--- config.mk ---
export PLATFORM = sky130hd
export DESIGN_NAME = verici_encoder
export DESIGN_NICKNAME = d
export VERILOG_FILES = /design/src/rtl/verici_pkg.sv /design/src/rtl/verici_group_enc.sv /design/src/rtl/verici_encoder.sv
export SDC_FILE = /design/constraint.sdc
export NUM_CORES = 1
export LEC_CHECK = 0
export ABC_AREA = 1
export ABC_CLOCK_PERIOD_IN_PS = 5000
export CELL_PAD_IN_SITES_DETAIL_PLACEMENT = 0
export CELL_PAD_IN_SITES_GLOBAL_PLACEMENT = 1
export CORE_ASPECT_RATIO = 1.1
export CORE_MARGIN = 2
export CORE_UTILIZATION = 42
export DETAILED_ROUTE_END_ITERATION = 8
export PLACE_DENSITY_LB_ADDON = 0.3
export SETUP_SLACK_MARGIN = 0.4
export SYNTH_ARGS = -nofsm -noshare
export SYNTH_HDL_FRONTEND = slang
export SYNTH_SLANG_ARGS = --single-unit
--- constraint.sdc ---
create_clock -name clk -period 5 [get_ports clk]
set_input_delay 1 -clock clk [delete_from_list [all_inputs] [get_ports clk]]
set_output_delay 1 -clock clk [all_outputs]
set_load 0.01 [all_outputs]
--- src/rtl/verici_pkg.sv ---
`default_nettype none
// ============================================================================
//  Module   : verici_pkg
//  Brief    : Shared types and Gray-code group lookups for the verici
//             encoder/decoder pair.
//  Revision : 1.0 - initial release
// ============================================================================
package verici_pkg;

    localparam int GROUP_W = 3;

    typedef enum logic [1:0] {
        IDLE   = 2'd0,
        LOAD   = 2'd1,
        ENCODE = 2'd2,
        DONE   = 2'd3
    } state_t;

    function automatic logic [GROUP_W-1:0] enc_lut(input logic [GROUP_W-1:0] b);
        logic [GROUP_W-1:0] c;
        case (b)
            3'b000:  c = 3'b000;
            3'b001:  c = 3'b001;
            3'b010:  c = 3'b011;
            3'b011:  c = 3'b010;
            3'b100:  c = 3'b110;
            3'b101:  c = 3'b111;
            3'b110:  c = 3'b101;
            default: c = 3'b100;
        endcase
        return c;
    endfunction

    function automatic logic [GROUP_W-1:0] dec_lut(input logic [GROUP_W-1:0] c);
        logic [GROUP_W-1:0] b;
        case (c)
            3'b000:  b = 3'b000;
            3'b001:  b = 3'b001;
            3'b011:  b = 3'b010;
            3'b010:  b = 3'b011;
            3'b110:  b = 3'b100;
            3'b111:  b = 3'b101;
            3'b101:  b = 3'b110;
            default: b = 3'b111;
        endcase
        return b;
    endfunction

endpackage
`default_nettype wire

--- src/rtl/verici_group_enc.sv ---
`default_nettype none
// ============================================================================
//  Module   : verici_group_enc
//  Brief    : Combinational 3-bit group to Gray codeword lookup.
//  Revision : 1.0 - initial release
// ============================================================================
module verici_group_enc
    import verici_pkg::*;
(
    input  logic [GROUP_W-1:0] i_group,
    output logic [GROUP_W-1:0] o_code
);

    always_comb begin
        o_code = enc_lut(i_group);
    end

endmodule
`default_nettype wire

--- src/rtl/verici_encoder.sv ---
`default_nettype none
// ============================================================================
//  Module   : verici_encoder
//  Brief    : Transmit-side encoder; Gray-codes an N-bit word one 3-bit group
//             per cycle with parallel/serial input and output modes.
//  Revision : 1.0 - initial release
// ============================================================================
module verici_encoder
    import verici_pkg::*;
#(
    parameter int N = 12
) (
    input  logic         clk,
    input  logic         rst,
    input  logic         basla,
    input  logic         mod1,
    input  logic         mod2,
    input  logic [N-1:0] gelen_veri,
    output logic [N-1:0] cikan_veri,
    output logic         bitti,
    output logic         mesgul
);

    localparam int G     = N / GROUP_W;
    localparam int CNT_W = $clog2(G + 1);

    localparam logic [CNT_W-1:0] c_last_idx = CNT_W'(G - 1);
    localparam logic [CNT_W-1:0] c_one      = CNT_W'(1);

    state_t             state_q, state_d;
    logic [CNT_W-1:0]   cnt_q, cnt_d;
    logic [N-1:0]       shreg_q, shreg_d;
    logic [N-1:0]       cikan_q, cikan_d;
    logic               bitti_q, bitti_d;
    logic               mesgul_q, mesgul_d;
    logic               mod1_q, mod1_d;
    logic               mod2_q, mod2_d;

    logic [CNT_W-1:0]   w_pos;
    logic [GROUP_W-1:0] w_grp;
    logic [GROUP_W-1:0] w_code;

    // cnt walks groups MSB first, so the active group index is G-1-cnt
    assign w_pos = c_last_idx - cnt_q;
    assign w_grp = shreg_q[GROUP_W*w_pos +: GROUP_W];

    verici_group_enc u_group_enc (
        .i_group (w_grp),
        .o_code  (w_code)
    );

    always_comb begin
        state_d  = state_q;
        cnt_d    = cnt_q;
        shreg_d  = shreg_q;
        cikan_d  = cikan_q;
        bitti_d  = bitti_q;
        mesgul_d = mesgul_q;
        mod1_d   = mod1_q;
        mod2_d   = mod2_q;

        unique case (state_q)
            IDLE, DONE: begin
                if (basla) begin
                    bitti_d  = 1'b0;
                    mesgul_d = 1'b1;
                    mod1_d   = mod1;
                    mod2_d   = mod2;
                    cnt_d    = '0;
                    if (!mod1) begin
                        shreg_d = gelen_veri;
                        state_d = ENCODE;
                    end else begin
                        shreg_d[GROUP_W*(G-1) +: GROUP_W] = gelen_veri[GROUP_W-1:0];
                        if (G == 1) begin
                            state_d = ENCODE;
                        end else begin
                            state_d = LOAD;
                            cnt_d   = c_one;
                        end
                    end
                end
            end

            LOAD: begin
                if (basla && mod1_q) begin
                    shreg_d[GROUP_W*w_pos +: GROUP_W] = gelen_veri[GROUP_W-1:0];
                    cnt_d = cnt_q + c_one;
                    if (cnt_q == c_last_idx) begin
                        state_d = ENCODE;
                        cnt_d   = '0;
                    end
                end else begin
                    // dropped start mid-load abandons the partial word
                    state_d  = IDLE;
                    mesgul_d = 1'b0;
                    bitti_d  = 1'b0;
                end
            end

            ENCODE: begin
                if (mod2_q) begin
                    cikan_d                = '0;
                    cikan_d[GROUP_W-1:0]   = w_code;
                end else begin
                    cikan_d[GROUP_W*w_pos +: GROUP_W] = w_code;
                end
                cnt_d = cnt_q + c_one;
                if (cnt_q == c_last_idx) begin
                    state_d  = DONE;
                    bitti_d  = 1'b1;
                    mesgul_d = 1'b0;
                    cnt_d    = '0;
                end
            end

            default: state_d = IDLE;
        endcase
    end

    always_ff @(posedge clk or negedge rst) begin
        if (!rst) begin
            state_q  <= IDLE;
            cnt_q    <= '0;
            shreg_q  <= '0;
            cikan_q  <= '0;
            bitti_q  <= 1'b0;
            mesgul_q <= 1'b0;
            mod1_q   <= 1'b0;
            mod2_q   <= 1'b0;
        end else begin
            state_q  <= state_d;
            cnt_q    <= cnt_d;
            shreg_q  <= shreg_d;
            cikan_q  <= cikan_d;
            bitti_q  <= bitti_d;
            mesgul_q <= mesgul_d;
            mod1_q   <= mod1_d;
            mod2_q   <= mod2_d;
        end
    end

    assign cikan_veri = cikan_q;
    assign bitti      = bitti_q;
    assign mesgul     = mesgul_q;

endmodule
`default_nettype wire

# --- Word-level counts from Yosys, hierarchy flattened ---
# Cells that the tools add are included.
totals:
  register_bits: 33
  inputBits: 17
  word_cells: 71
classes:
  n_addsub: 3
  mul: 1
  n_eq_ne: 16
  shift: 4
  mux: 27
  reduce_logical: 11
op_table:
  columns: ["cell", "n"]
  rows:
  - ["indexed part select 3 x 34 -> 12 bit", 2]
  - ["two-way mux 12 bit", 3]
  - ["negation 5 -> 34 bit", 1]
  - ["variable shift 3 x 34 -> 12 bit, first input constant", 1]
  - ["bitwise mux 12 bit", 2]
  - ["case mux 12 bit (2 select lines)", 1]
  - ["case mux 3 bit (7 select lines)", 1]
  - ["two-way mux 3 bit", 4]
  - ["indexed part select 12 x 6 -> 3 bit", 1]
  - ["two-way mux 2 bit", 5]
  - ["inequality test 2 bit, second input constant", 5]
  - ["equality test 3 x 2 -> 1 bit, second input constant", 3]
  - ["equality test 3 bit, second input constant", 3]
  - ["two-way mux 9 bit", 1]
  - ["case mux 3 bit (3 select lines)", 1]
  - ["AND reduction 3 bit", 3]
  - ["two-way mux 1 bit", 6]
  - ["case mux 1 bit (3 select lines)", 2]
  - ["case mux 2 bit (3 select lines)", 1]
  - ["multiplier 2 x 3 -> 5 bit, first input constant", 1]
  - ["equality test 2 bit, second input constant", 2]
  - ["AND reduction 2 bit", 2]
  - ["AND reduction 4 bit", 1]
  - ["adder 3 x 1 -> 3 bit, second input constant", 1]
  - ["other kinds (9)", 9]

# --- Depth between registers and ports, before layout ---
# Gate-level depths: netlist of run 1.
logic_depth:
  depth_word: 8
  depth_mapped: 13

# --- Cells and area by module ---
# Synthesis of run 1 repeated with hierarchy kept, for this count alone.
unflattened:
  hier_cells: 285
  area_unflattened_um2: 2079.5
by_module_without_submodules:
  columns: ["module", "n_inst", "cells_each", "area_each_um2", "seq_area_each_um2"]
  rows:
  - ["verici_encoder", 1, 270, 1983.2, 825.8]
  - ["verici_group_enc", 1, 15, 96.3, 0.0]

# --- Worst setup path after synthesis of run 1 ---
# OpenSTA, ideal clock, no wires.
synth_timing:
  kind: "reg-to-reg"
  start: "reg cnt_q[0]"
  end: "reg cikan_q[11], in the netlist cikan_veri[11]"
  setup_time_ns: 0.078
  arrival_ns: 2.045
  t_required_ns: 4.922
  slack_ns: 2.877
  stages_incl_launch_ff: 12
  path_buffers: 1
  period_less_slack_ns: 2.123
  cell_sequence: "dfrtp_1 -> inv_1 -> clkbuf_1 -> o21ai_0 -> a21oi_1 -> inv_1 -> ha_1 -> nor3_1 -> inv_1 -> nand2_1 -> nand4_1 -> o21bai_1"
synth_between:
  elab_chain_len: 8
  word_cells_on_any_way: 16
  classes_between: "add/sub: 2; mul: 1; eq/ne: 6; shift: 3; mux: 3; reduce/logical: 1"
synth_lines:
  columns: ["element", "line_no", "text"]
  rows:
  - ["start: declaration", "verici_encoder.sv:31", "logic [CNT_W-1:0] cnt_q, cnt_d;"]
  - ["start signal: assignment", "verici_encoder.sv:133", "cnt_q <= cnt_d;"]
  - ["subtractor 2 x 3 -> 3 bit (*)", "verici_encoder.sv:44", "assign w_pos = c_last_idx - cnt_q;"]
  - ["multiplier 2 x 3 -> 5 bit (*)", "verici_encoder.sv:45, verici_encoder.sv:106", null]
  - ["indexed part select 12 x 6 -> 3 bit", "verici_encoder.sv:45", "assign w_grp = shreg_q[GROUP_W*w_pos +: GROUP_W];"]
  - ["equality test 3 bit (tied with other cells)", "verici_pkg.sv:21", "case (b)"]
  - ["case mux 3 bit (7 select lines)", "verici_pkg.sv:21", null]
  - ["indexed part select 3 x 34 -> 12 bit", "verici_encoder.sv:106", "cikan_d[GROUP_W*w_pos +: GROUP_W] = w_code;"]
  - ["bitwise mux 12 bit (*)", "verici_encoder.sv:106", null]
  - ["two-way mux 12 bit (*)", "verici_encoder.sv:102", "if (mod2_q) begin"]
  - ["end signal: assignment", "verici_encoder.sv:135", "cikan_q <= cikan_d;"]
  - ["end: declaration", "verici_encoder.sv:33", "logic [N-1:0] cikan_q, cikan_d;"]
# Mark *: on every way between the ends. The rest lies on a longest branch, timed or not.
# A chain may end at the register's enable or synchronous reset.

# --- Final worst setup path of run 1 ---
# Same ends and word-level chain as after synthesis.

==> impl_metrics.toml, run 1 <==
[synth]
synth_top_area_cell = "dfrtp_1"
ys_ff_latch = 33
synth_edf_count = 0
synthCells = 259
netlist.area_leader.share_pct = 42.0
yosys-top-cells-count = "59 x nand2_1, 35 x inv_1, 33 x dfrtp_1, 27 x nor2_1, 23 x o21ai_0"
ys_warn_count = 0
synthArstFlopShare_pct = 100
yosysMostFrequentCell = "nand2_1"
yosysUniqueCellTypes = 25
netlist_area_um2 = 1960
syn_area_per_cell_um2 = 7.58
ys.flop_type = "dfrtp_1"
yosysSeqAreaShare_pct = 42.0
yosys-top-cells-area = "dfrtp_1 42%, nand2_1 11%, ha_1 7.0%"
syn-num-nets = 287

[final_layout]
nFillCells = 465
antenna_cells = 0
post_route_cells_drive_above_1_share_pct = 8.19
area_delta_synth_final_pct = 23.9
final_nets = 320
layout.cells.non_filler = 349

[placement]
place_congestion = 0.870
dp.cells = 341
place.port_buffers = 30
hpwl_um = 3420

[global_route]
grt_pass1_vias = 1645
antenna_found_initial = 0
grt_pass1_wl_um = 7620
track_usage_pct = 18.8
gr-total-overflow = 0
grt_max_degree = 34

[die]
rows = 26
ios = 31
initial_core_util_pct = 42.8
die-area_um2 = 5240
die_w_um = 69.2
die_h_um = 75.7
core_um2 = 4590

[sta]
setup_tns_ps = 0
slew_headroom_pct = 64.0
slew_viol_final = 0
tightest_slew_ps = 538
rsz0062_at_grt = "false"
worst_hold_slack_ps = 480
timing.final.crit_period_ps = 2600
fin_skew_ps = 4.05
post-route-period-util_pct = 52.0
setup_violations = 0
hold_viol = 0
fmax_mhz = 385

[critical_path]
cp_top_family = "compound AO/OA/AOI/OAI gates"
cp_num_buf_inv = 3
slowest_stage = "dfrtp_1"
crit_arrival_ps = 2810
path_class = "flop to flop"
critPathMaxFanout = 15
end_kind = "flop"
critPathLaunchType = "flop"
cp_cell_sequence = "inv_1 > a21oi_1 > o21ai_0 > a21oi_1 > inv_1 > ha_1 > nor3_1 > inv_1 > nand2_1 > nand4_1 > o21bai_1"
cp_common_cell = "inv_1"
worstPathRequired_ps = 5210
cp_slowest_stage_delay_ps = 610

[drt]
vias = 1734
drtIter0Drc = 91
wl_per_cell_um = 12.4
first_pass_iters = 4
vias_per_cell = 4.97
drc_errors = 0
drt-total-wl_um = 4340
ant_nets = 0

[clock_network]
cts_buffers = 5
cts_root_buf = "clkbuf_8"
h-tree-depth = 2
ctsResizeCount = 0
clkSlewWorstSetupHoldPaths_ps = 70
clkLatencyLatePin_ps = 290
cts_sinks = 33
cts_tree = "done"
cts.path.max_buffers = 2
postCtsSetupBuffers = 0
cts_hold_buf = 0

[pwr]
ir_worst_vdd_uv = 261
total_power_mw = 1.74
p_per_area_nw_per_um2 = 714
power_leakage_nw = 1.16
switching_share_pct = 47.2
power.internal_mw = 0.918
p_switching_mw = 0.821
seq_power_share_pct = 26.6
comb_power_share_pct = 58.4
clockPowerShare_pct = 15.0

[status]
status = "finished, final reports clean"

[hold_path]
hold_path_class = "flop to flop"

[job]
drv_cap = 0
through the flow:
step	util, %	worst slack [ps]	area [µm²]
after floorplan	-	2880	1960
after global placement	50.5	2480	2320
after detailed placement	50.5	2410	2320
after CTS	53.1	2380	2430
after global routing	53.1	2110	2430
final	53.1	2400	2430
metal layers:
layer / global-route usage, % / vias up / wire (µm)
li1: - / 913 / -
met1: 23.3 / 776 / 2040
met2: 32.2 / 41 / 2040
met3: 4.23 / 4 / 176
met4: 8.28 / 0 / 74
met5: 0 / - / 0
kinds of logic (layout without fill, tap and decap cells):
kind of cell    after synthesis  in the layout  synth area share (%)
flops                        33             33                  42.0
simple gates                110            110                  23.8
compound gates               60             60                  17.5
buf+inv                      43             77                  8.54
mux                           2              2                  1.15
fa+ha+maj                    11             11                  7.01
power groups by stage:
stage	Sequential [mW]	Clock, mW	Combinational, mW
floorplan	0.460	0	0.754
global placement	0.466	0	1.02
detailed placement	0.468	0	1.02
CTS	0.463	0.268	1.03
global route	0.478	0.277	1.18
finish	0.462	0.260	1.02
tightest hold or removal path: cells and delay by family, from the launching register on:
kind	cells	cell delay [ps]
flops	1	340
simple gates	2	110
final timing paths:
kind / start / to / slack, ps / depth (start not counted)
worst min-delay path: cikan_veri[4] / cikan_veri[4] / 480 / 2
max in group asynchronous: rst / shreg_q[7] / 3570 / 2
min in group asynchronous: rst / cikan_veri[1] / 1120 / 2
worst max-delay path: cnt_q[0] / cikan_veri[11] / 2400 / 11
worst max register to register: cnt_q[0] / cikan_veri[11] / 2400 / 11
worst min register to register: cikan_veri[4] / cikan_veri[4] / 480 / 2
layout make-up:
class	count	area, µm²	share of cell area (%)
multi-input cells	183	971	39.9
flip-flops and latches	33	826	33.9
repair buffers	31	308	12.6
inverters	38	143	5.86
clock buffers	7	86.3	3.55
well taps	56	70.1	2.88
clock inverters	1	30.0	1.23
layout by cell type (no fill, tap or decap), types with 2 or more instances in the layout:
cell type / n
inv_1: 35
nor2_4: 2
nor2_1: 27
o21ai_0: 23
nand2_1: 59
a21oi_1: 19
clkbuf_8: 6
nand3_1: 13
nor3_1: 3
a21oi_2: 2
o21ai_2: 4
o211ai_1: 3
a31oi_1: 5
ha_1: 11
mux2_2: 2
inv_2: 3
o21bai_1: 2
dfrtp_1: 33
clkdlybuf4s50_1: 30
nor2_2: 2
nand4_1: 3
flip-flops by register name, indices dropped and copies added (netlist names):
| signal | cells |
|---|---|
| cnt_q | 3 |
| bitti | 1 |
| mod1_q | 1 |
| shreg_q | 12 |
| cikan_veri | 12 |
| state_q | 2 |
| mod2_q | 1 |
| mesgul | 1 |
Power figures use the tool's default switching activity.
==> run 2, diff against run 1 <==
--- a/config.mk
+++ b/config.mk
@@ -6,12 +6,12 @@
 export NUM_CORES = 1
 export LEC_CHECK = 0
 export ABC_AREA = 1
-export ABC_CLOCK_PERIOD_IN_PS = 5000
+export ABC_CLOCK_PERIOD_IN_PS = 2650
 export CELL_PAD_IN_SITES_DETAIL_PLACEMENT = 0
 export CELL_PAD_IN_SITES_GLOBAL_PLACEMENT = 1
 export CORE_ASPECT_RATIO = 1.1
 export CORE_MARGIN = 2
-export CORE_UTILIZATION = 42
+export CORE_UTILIZATION = 39
 export DETAILED_ROUTE_END_ITERATION = 8
 export PLACE_DENSITY_LB_ADDON = 0.3
 export SETUP_SLACK_MARGIN = 0.4
==> constraint.sdc (replaced) <==
create_clock -name clk -period 2.65 [get_ports clk]
set_input_delay 0.53 -clock clk [delete_from_list [all_inputs] [get_ports clk]]
set_output_delay 0.53 -clock clk [all_outputs]
set_load 0.01 [all_outputs]
==> run 2 against run 1 <==
Compared with the run above:
- count of clock-buffer cells in the layout unchanged
- power increased by 91%
- combinational power increased by 100%
- first-iteration DRC count decreased by 49%
- maximum frequency increased by 20%
- sequential power increased by 86%
- sequential cell count unchanged
- die area increased by 7.3%
- setup slack got worse by 1900 ps
- hold slack improved by 3.0 ps
- critical path depth decreased by 4
- final area increased by 2.2%
- critical path type unchanged
- critical endpoint is now cikan_veri[0]
- highest routed layer unchanged
==> impl_metrics.toml, run 2 (synthesized netlist as in run 1, its figures left out) <==
[status]
status = "finished, final reports clean"

[die]
die_w_um = 71.7
rows = 27
initial_core_util_pct = 39.8
ios = 31
die-area_um2 = 5620
core_um2 = 4930
die_h_um = 78.4

[drt]
drtIter0Drc = 46
vias = 1806
vias_per_cell = 5.04
wl_per_cell_um = 13.1
first_pass_iters = 4
drc_errors = 0
ant_nets = 0
drt-total-wl_um = 4690

[global_route]
grt_max_degree = 34
grt_pass1_wl_um = 8070
track_usage_pct = 18.5
antenna_found_initial = 0
gr-total-overflow = 0
grt_pass1_vias = 1730

[sta]
hold_viol = 0
slew_headroom_pct = 71.3
setup_violations = 0
rsz0062_at_grt = "true"
tightest_slew_ps = 431
setup_tns_ps = 0
fin_skew_ps = 2.50
timing.final.crit_period_ps = 2160
post-route-period-util_pct = 81.7
slew_viol_final = 0
fmax_mhz = 462

[hold_path]
hold_path_class = "flop to flop"

[final_layout]
antenna_cells = 0
final_common_cell = "nand2_1"
fin_area_um2 = 2490
final_core_util_pct = 50.4
layout.cells.non_filler = 358
final_nets = 328
final_cell_mix = "59 x nand2_1, 34 x inv_1, 32 x dfrtp_1"
post_route_cells_drive_above_1_share_pct = 12.0
area_delta_synth_final_pct = 26.6

[clock_network]
cts.path.max_buffers = 2
cts_root_buf = "clkbuf_8"
h-tree-depth = 2
cts_buffers = 5
clkLatencyLatePin_ps = 290
clkSlewWorstSetupHoldPaths_ps = 70
cts_sinks = 33
cts_tree = "done"

[pwr]
ir_worst_vdd_uv = 496
p_per_area_nw_per_um2 = 1330
power_leakage_nw = 1.18

[critical_path]
crit_arrival_ps = 2340
critPathMaxFanout = 7
end_kind = "flop"
worstPathRequired_ps = 2830
path_class = "flop to flop"
critPathLaunchType = "flop"

[job]
drv_cap = 0

[placement]
dp.cells = 345
hpwl_um = 3570
place_congestion = 0.846
place_area_um2 = 2330
place.port_buffers = 30
==> run 2: layer usage <==
metal	part of all wire [%]	up-vias	wire length [µm]	global-route usage, %
li1	-	928	-	-
met1	45	819	2100	22.3
met2	48	45	2230	30.6
met3	4.8	14	224	4.75
met4	2.9	0	138	9.06
met5	0	-	0	0
==> run 2: path summary, 6_finish.rpt <==
| check | from | end | slack (ps) | depth (start not counted) |
|---|---|---|---|---|
| max in group asynchronous | rst | cnt_q[1] | 1670 | 2 |
| hold / removal | mesgul | mesgul | 480 | 2 |
| setup / recovery | cnt_q[0] | cikan_veri[0] | 490 | 7 |
| min in group asynchronous | rst | cikan_veri[1] | 650 | 2 |
| hold reg to reg | mesgul | mesgul | 480 | 2 |
| setup reg to reg | cnt_q[0] | cikan_veri[0] | 490 | 7 |
==> run 2: critical path, cell delays in order (launching register included) <==
cell	delay, ps
dfrtp_1	410
clkinvlp_4	160
buf_4	160
ha_1	400
nor3_2	290
nor2_1	80
nor2_2	200
mux2_2	360
==> run 2: repair_timing <==
action	in CTS	in global routing
setup endpoints to repair	3	8
resized for setup	2	4
pin swaps	0	0
setup buffers	4	2
hold buffers	0	0
==> run 2: area by class of cell <==
| cell class | count | area, µm² |
|---|---|---|
| Fill cell | 499 | 2440 |
| Clock buffer | 7 | 86.3 |
| Timing Repair Buffer | 39 | 372 |
| Inverter | 38 | 146 |
| Sequential cell | 33 | 827 |
| Tap cell | 58 | 72.6 |
| Multi-Input combinational cell | 183 | 983 |
==> run 2: power by group <==
part	internal [mW]	switching [mW]
Combinational	0.791	1.28
Clock	0.206	0.183
Sequential	0.725	0.135
Total	1.72	1.60
==> run 2: stage by stage <==
| stage | setup WS, ps | hold slack, ps | power (mW) |
|---|---|---|---|
| floorplan | 527 | 234 | 2.29 |
| global placement | 362 | 467 | 2.84 |
| detailed placement | 342 | 471 | 2.85 |
| CTS | 437 | 488 | 3.31 |
| global route | 383 | 510 | 3.70 |
| finish | 486 | 483 | 3.32 |
==> run 3, diff against run 2 <==
--- a/config.mk
+++ b/config.mk
@@ -6,12 +6,12 @@
 export NUM_CORES = 1
 export LEC_CHECK = 0
 export ABC_AREA = 1
-export ABC_CLOCK_PERIOD_IN_PS = 2650
+export ABC_CLOCK_PERIOD_IN_PS = 1840
 export CELL_PAD_IN_SITES_DETAIL_PLACEMENT = 0
 export CELL_PAD_IN_SITES_GLOBAL_PLACEMENT = 1
 export CORE_ASPECT_RATIO = 1.1
 export CORE_MARGIN = 2
-export CORE_UTILIZATION = 39
+export CORE_UTILIZATION = 35
 export DETAILED_ROUTE_END_ITERATION = 8
 export PLACE_DENSITY_LB_ADDON = 0.3
 export SETUP_SLACK_MARGIN = 0.4
==> constraint.sdc (replaced) <==
create_clock -name clk -period 1.84 [get_ports clk]
set_input_delay 0.368 -clock clk [delete_from_list [all_inputs] [get_ports clk]]
set_output_delay 0.368 -clock clk [all_outputs]
set_load 0.01 [all_outputs]
==> run 3 against run 2 <==
Compared with the run above:
- sequential power up 48%
- non-clock buffer count up 19
- global-route usage down 0.68 points
- via count up 2.0%
- clock power up 84%
- count of clock-buffer cells in the layout unchanged
- first-iteration DRC count up 13%
- final area up 19%
- cell count up 10%
- clock skew up 4.3 ps
- routed wire length up 7.3%
- critical path type unchanged
- highest routed layer unchanged
==> impl_metrics.toml, run 3 (synthesized netlist as in run 1, its figures left out) <==
[clock_network]
cts.path.max_buffers = 2
cts_buffers = 5
h-tree-depth = 2
clkLatencyLatePin_ps = 280
cts_root_buf = "clkbuf_8"
clkSlewWorstSetupHoldPaths_ps = 70
cts_sinks = 33
cts_tree = "done"

[critical_path]
rr_worst_depth = 11
slowest_stage = "dfrtp_2"
cp_slowest_stage_delay_ps = 430
critPathLaunchType = "flop"
critPathMaxFanout = 5
r2r_end = "cikan_veri[11]"
crit_arrival_ps = 2040
rrSetupSlack_ps = 9
end_kind = "flop"
r2r-start = "cnt_q[0]"
path_class = "flop to flop"
cp_cell_sequence = "nor2_2 > nor2_1 > o21ai_1 > a21oi_2 > inv_2 > ha_4 > nor3_4 > inv_1 > nand2_2 > nand4_1 > o21bai_1"
worstPathRequired_ps = 2050

[die]
ios = 31
rows = 28
die_h_um = 82.6
initial_core_util_pct = 36.4
core_um2 = 5400
die-area_um2 = 6230
die_w_um = 75.4

[sta]
tightest_slew_ps = 432
slew_headroom_pct = 71.2
post-route-period-util_pct = 99.5
fmax_mhz = 546
worst_hold_slack_ps = 475
hold_viol = 0
setup_violations = 0
slew_viol_final = 0
rsz0062_at_grt = "true"
fin_skew_ps = 6.83
timing.final.crit_period_ps = 1830

[pwr]
ir_worst_vdd_uv = 798
p_switching_mw = 2.97
comb_power_share_pct = 68.7
power.internal_mw = 3.36
p_per_area_nw_per_um2 = 2150
power_leakage_nw = 1.39
clockPowerShare_pct = 11.3
total_power_mw = 6.34
switching_share_pct = 46.9
seq_power_share_pct = 20.0

[drt]
wl_per_cell_um = 12.7
vias_per_cell = 4.67
first_pass_iters = 4
ant_nets = 0
vias = 1843
drt-total-wl_um = 5030
drtIter0Drc = 52
drc_errors = 0

[hold_path]
min_from = "cikan_veri[4]"
hold_path_class = "flop to flop"
min_to = "cikan_veri[4]"
whs_path_depth = 2

[final_layout]
final_nets = 347
multiInputGateArea_um2 = 1250
post_route_cells_drive_above_1_share_pct = 33.8
fin_area_um2 = 2950
nFillCells = 541
area_delta_synth_final_pct = 50.4
final-seq-area_um2 = 828
final_common_cell = "nand2_1"
layout.cells.non_filler = 395
final_cell_mix = "51 x nand2_1, 31 x dfrtp_1, 23 x inv_1, 23 x buf_4, 17 x nor2_1"
antenna_cells = 0

[placement]
place_congestion = 0.833
dp.cells = 375
place.port_buffers = 30
place_area_um2 = 2560
hpwl_um = 3700

[global_route]
track_usage_pct = 17.9
grt_pass1_vias = 1799
grt_pass1_wl_um = 8370
grt_max_degree = 34
gr-total-overflow = 0
antenna_found_initial = 0

[job]
drv_cap = 0

[status]
status = "finished, final reports clean"
run 3: per-stage QoR:
stage | TNS [ps] | util, % | worst slack, ps
3_5_place_dp | -78.9 | 47.5 | -17.4
4_1_cts | -1.95 | 53.2 | -1.95
5_1_grt | -1430 | 54.8 | -132
2_1_floorplan | -55.8 | - | -34.9
3_3_place_gp | 0 | 47.5 | 9.88
6_report | 0 | 54.8 | 9.43
run 3: power by group through the flow:
stage	clock network [mW]	logic (mW)	registers, mW
detailed placement	0	3.43	1.27
CTS	0.721	4.09	1.25
floorplan	0	2.41	1.28
global route	0.750	4.86	1.31
global placement	0	3.42	1.27
finish	0.715	4.35	1.27
run 3: final cells by class:
class / count / area share (%)
Clock buffer: 7 / 2.92
Clock inverter: 1 / 1.02
Multi-Input combinational cell: 183 / 42.3
Timing Repair Buffer: 58 / 17.3
Sequential cell: 33 / 28.0
Tap cell: 75 / 3.18
Inverter: 38 / 5.25
run 3: worst max path at each step:
stage / from / end / slack (ps) / cells after the start
finish: cnt_q[0] / cikan_veri[11] / 9 / 11
global route: cnt_q[0] / cikan_veri[5] / -130 / 11
floorplan: cnt_q[0] / cikan_veri[11] / -30 / 12
detailed placement: basla / shreg_q[3] / -20 / 8
global placement: basla / shreg_q[5] / 10 / 8
CTS: cnt_q[0] / cikan_veri[5] / -2 / 11
run 3: worst max-delay path: cells and delay by family, from the launching register on:
family / cells / cell delay [ps]
flops: 1 / 430
simple gates: 5 / 570
compound gates: 3 / 430
buf+inv: 2 / 150
fa+ha+maj: 1 / 170
run 3: per-layer routing:
| layer | GRT usage [%] | routed length (µm) | vias to the layer above |
|---|---|---|---|
| met5 | 0 | 0 | - |
| met4 | 5.44 | 96 | 0 |
| met3 | 3.64 | 154 | 9 |
| met2 | 30.9 | 2510 | 35 |
| met1 | 22.2 | 2270 | 836 |
| li1 | - | - | 963 |
run 3: timing repair:
| item | CTS | global route |
|---|---|---|
| hold buffers | 0 | 0 |
| gates cloned | 0 | 0 |
| gates resized for setup | 57 | 19 |
| buffers inserted | 9 | 3 |
| endpoints found under the setup margin | 42 | 31 |
| pin swaps | 16 | 9 |
